--- config.mk ---
export PLATFORM = sky130hd
export DESIGN_NAME = pipe_stage_reg
export DESIGN_NICKNAME = d
export VERILOG_FILES = /design/src/rtl/pipe_stage_reg.sv
export SDC_FILE = /design/constraint.sdc
export NUM_CORES = 1
export LEC_CHECK = 0
export CORE_ASPECT_RATIO = 0.9
export CORE_UTILIZATION = 40
export DETAILED_ROUTE_END_ITERATION = 10
export PLACE_DENSITY = 0.68
export SLEW_MARGIN = 15
export SYNTH_ARGS = -nofsm -noshare
export SYNTH_HDL_FRONTEND = slang
export SYNTH_SLANG_ARGS = --single-unit
--- constraint.sdc ---
create_clock -name Clock -period 5.9 [get_ports Clock]
set_input_delay 1.475 -clock Clock [delete_from_list [all_inputs] [get_ports Clock]]
set_output_delay 1.475 -clock Clock [all_outputs]
set_load 0.01 [all_outputs]
--- src/rtl/pipe_stage_reg.sv ---
// Elastic pipeline stage register: a control and data bundle behind a valid/ready handshake,
// with flush (bubble insertion) and an optional skid entry that lets In_Ready come from a flop.
module pipe_stage_reg #(
  parameter int unsigned CTRL_W = 8,
  parameter int unsigned DATA_W = 101,
  parameter int unsigned SKID   = 1
) (
  input  logic              Clock,
  input  logic              Reset,
  input  logic              Flush,
  input  logic              In_Valid,
  output logic              In_Ready,
  input  logic [CTRL_W-1:0] In_Ctrl,
  input  logic [DATA_W-1:0] In_Data,
  output logic              Out_Valid,
  input  logic              Out_Ready,
  output logic [CTRL_W-1:0] Out_Ctrl,
  output logic [DATA_W-1:0] Out_Data,
  output logic [1:0]        Occupancy
);

  logic              main_v_q, main_v_d;
  logic [CTRL_W-1:0] main_ctrl_q, main_ctrl_d;
  logic [DATA_W-1:0] main_data_q, main_data_d;
  logic              skid_v_q, skid_v_d;
  logic [CTRL_W-1:0] skid_ctrl_q, skid_ctrl_d;
  logic [DATA_W-1:0] skid_data_q, skid_data_d;
  logic              in_ready_q, in_ready_d;
  logic              push, pop;

  assign push = In_Valid & In_Ready;
  assign pop  = main_v_q & Out_Ready;

  always_comb begin
    main_v_d    = main_v_q;
    main_ctrl_d = main_ctrl_q;
    main_data_d = main_data_q;
    skid_v_d    = skid_v_q;
    skid_ctrl_d = skid_ctrl_q;
    skid_data_d = skid_data_q;
    if (Flush) begin
      // Data is left in place so Out_Data never goes X; only valid and ctrl are cleared.
      main_v_d    = 1'b0;
      main_ctrl_d = '0;
      skid_v_d    = 1'b0;
      skid_ctrl_d = '0;
    end else if (!main_v_q) begin
      if (push) begin
        main_v_d    = 1'b1;
        main_ctrl_d = In_Ctrl;
        main_data_d = In_Data;
      end
    end else if (skid_v_q) begin
      if (pop) begin
        main_ctrl_d = skid_ctrl_q;
        main_data_d = skid_data_q;
        skid_v_d    = 1'b0;
        skid_ctrl_d = '0;
      end
    end else begin
      if (push && pop) begin
        main_ctrl_d = In_Ctrl;
        main_data_d = In_Data;
      end else if (push && (SKID != 0)) begin
        skid_v_d    = 1'b1;
        skid_ctrl_d = In_Ctrl;
        skid_data_d = In_Data;
      end else if (pop) begin
        main_v_d    = 1'b0;
        main_ctrl_d = '0;
      end
    end
    in_ready_d = !(main_v_d & skid_v_d);
  end

  always_ff @(posedge Clock) begin
    if (Reset) begin
      main_v_q    <= 1'b0;
      main_ctrl_q <= '0;
      main_data_q <= '0;
      skid_v_q    <= 1'b0;
      skid_ctrl_q <= '0;
      skid_data_q <= '0;
      in_ready_q  <= 1'b0;
    end else begin
      main_v_q    <= main_v_d;
      main_ctrl_q <= main_ctrl_d;
      main_data_q <= main_data_d;
      skid_v_q    <= skid_v_d;
      skid_ctrl_q <= skid_ctrl_d;
      skid_data_q <= skid_data_d;
      in_ready_q  <= in_ready_d;
    end
  end

  // Without a skid entry the stage can only accept when the head is leaving or absent.
  assign In_Ready  = (SKID != 0) ? in_ready_q : (!main_v_q | Out_Ready);
  assign Out_Valid = main_v_q;
  assign Out_Ctrl  = main_v_q ? main_ctrl_q : '0;
  assign Out_Data  = main_data_q;
  assign Occupancy = {1'b0, main_v_q} + {1'b0, skid_v_q};

endmodule

==> metrics.yaml <==
status: "completed"
clock_latency_ns: 0.50
syn_area_sq_um: 8690
ys_types: 28
cp-end-kind: "primary output"
final_area_sq_um: 11730
syn-num-nets: 1228
antenna_found_initial: 0
required_ns: 4.43
core_area_sq_um: 21020
initial_utilization: 0.4134
design.portCount: 227
post-route-period-util: 0.6402
ir_worst_vdd_v: 0.0001555
synth_cells: 1112
ys_warn_count: 0
cts_tree: "built"
synthToLayoutAreaGrowth_pct: 35.02
critPathMaxFanout: 23
path_clk_slew_ns: 0.06
tightest_slew_ns: 1.082
finalHoldViolCount: 0
max_slew_margin: 0.2728
grt_setup_unrepaired: "no"
power.density_nw_per_um2: 289.1
drt_iter0_drc: 617
hold_buffers: 0
cp-start-kind: "flop"
drv_slew: 0
cts_inserted_buffers: 24
period_needed_ns: 3.777
track_usage: 0.2034
switchingPower_mw: 0.7774
die_h_microns: 141.8
fin_nets: 1392
routabilityCongestion: 0.7522
swShare: 0.2292
drv_cap: 0
drcViolationCount: 0
cts-root-buf: "clkbuf_16"
vias_per_cell: 5.108
port_buffers: 226
grt_pass1_wl_microns: 37190
routedWlPerCell_microns: 14.85
die-area_sq_um: 22320
layout_common_cells: "406 x nand2_1, 225 x clkdlybuf4s50_1, 221 x dfxtp_1"
final.setup_skew_ns: 0.01398
p_leak_nw: 4.058
dieWidth_microns: 157.4
hpwl_microns: 13670
finalHoldWorstSlack_ns: 0.4525
grt_pass1_vias: 7190
finalSetupTns_ns: 0
pwr-share-seq: 0.464
fin_util: 0.5582
layout_commonest_cell: "nand2_1"
rows: 50
setup_violations: 0
postCtsSetupBuffers: 0
avgSynthCellArea_sq_um: 7.814
place_area_sq_um: 10960
htree_levels: 1
arrival_ns: 2.30
hp-class: "reg2reg"
routed-via-count: 8061
firstDrtPassIters: 5
ant_nets: 0
grt_max_degree: 203
max_freq_mhz: 264.8
diodes: 0
power.share.combinational: 0.103
p_int_mw: 2.615
cts_sinks: 221
yosysSeqAreaShare: 0.5091
fin_ws_ns: 2.123
final_layout_size_suffix_gt1_frac: 0.03870
pre_cts_ws_ns: 1.954
pwr-share-clk: 0.433
ys_ff_latch: 221
cts_resized: 0
drt_wl_total_microns: 23440
clock_path_buffers: 3
grt.overflow.total: 0
path_class: "reg2out"
area by class of cell:
type                       count  area (sq um)
fill                        1976          9288
sequential                   221          4424
multi-input combinational    791          3830
timing repair buffer         234          2336
clock buffer                  38         724.4
tap                          286         357.8
clock inverter                 4         45.04
inverter                       4         15.01
metal layers:
layer / vias up / global-route usage / wire length [microns]
li1: 4085 / - / -
met1: 3729 / 0.2858 / 11140
met2: 230 / 0.3193 / 10340
met3: 17 / 0.04918 / 1683
met4: 0 / 0.03321 / 279
met5: - / 0 / 0
logic make-up (layout without fill, tap and decap cells):
family,after synthesis,after routing,synth area share
AOI/OAI and AO/OA,237,237,0.1870
adders and majority gates,2,2,0.002879
buffers and inverters,100,280,0.05371
DFF,221,221,0.5091
muxes,1,1,0.001296
and+or+nand+nor,551,551,0.2459
through the flow:
stage | instances | total power [mW]
after floorplan | 1112 | 1.752
after global placement | 1536 | 1.954
after detailed placement | 1536 | 1.956
after CTS | 1578 | 3.419
after global routing | 1578 | 3.522
final | 1578 | 3.392
cells in the mapped netlist:
| cell type | instances | share of area |
|---|---|---|
| nand2_1 | 407 | 0.18 |
| nor3_1 | 1 | 0.00058 |
| inv_1 | 4 | 0.0017 |
| nand3_1 | 17 | 0.0098 |
| mux2_2 | 1 | 0.0013 |
| o31ai_1 | 1 | 0.00086 |
| a2bb2oi_1 | 1 | 0.0010 |
| and2_1 | 8 | 0.0058 |
| or2_2 | 1 | 0.00072 |
| o32ai_2 | 1 | 0.0019 |
| buf_6 | 8 | 0.010 |
| buf_4 | 1 | 0.00086 |
| and2_0 | 1 | 0.00072 |
| o21ai_0 | 18 | 0.010 |
| dfxtp_1 | 221 | 0.51 |
| a311oi_1 | 101 | 0.10 |
| nand4b_1 | 1 | 0.0010 |
| clkbuf_1 | 65 | 0.028 |
| a221oi_1 | 10 | 0.010 |
| a221o_1 | 1 | 0.0012 |
| or3b_1 | 1 | 0.0010 |
| buf_2 | 22 | 0.013 |
| nor2b_1 | 1 | 0.00072 |
| a21oi_1 | 104 | 0.060 |
| ha_1 | 2 | 0.0029 |
| nor2_1 | 111 | 0.048 |
| nor4bb_1 | 1 | 0.0012 |
| or3_1 | 1 | 0.00072 |
critical path: stages, from the launching register on:
cell and delay, ns:
dfxtp_1 0.81, ha_1 0.35, inv_1 0.05, clkdlybuf4s50_1 0.58
power groups by stage:
stage	Clock [mW]	Sequential (mW)	Combinational, mW
floorplan	0	1.62	0.131
global placement	0	1.61	0.349
detailed placement	0	1.61	0.350
CTS	1.49	1.57	0.352
global route	1.56	1.58	0.381
finish	1.47	1.57	0.350
flip-flops by register name, summed over array words and instances (netlist names):
| name | count |
|---|---|
| main_ctrl_q | 8 |
| Out_Data | 101 |
| Out_Valid | 1 |
| skid_ctrl_q | 8 |
| skid_v_q | 1 |
| In_Ready | 1 |
| skid_data_q | 101 |
worst paths after layout:
check                               startpoint                            to  slack, ns  cells after the start
hold reg to reg   skid_data_q[85]$_SDFFE_PP0P_  skid_data_q[85]$_SDFFE_PP0P_       0.45                      2
hold / removal    skid_data_q[85]$_SDFFE_PP0P_  skid_data_q[85]$_SDFFE_PP0P_       0.45                      2
setup reg to reg          Out_Valid$_SDFF_PP0_     Out_Data[34]$_SDFFE_PP0P_       3.16                      4
setup / recovery          Out_Valid$_SDFF_PP0_                  Occupancy[0]       2.12                      3
(Power assumes the default switching activity.)
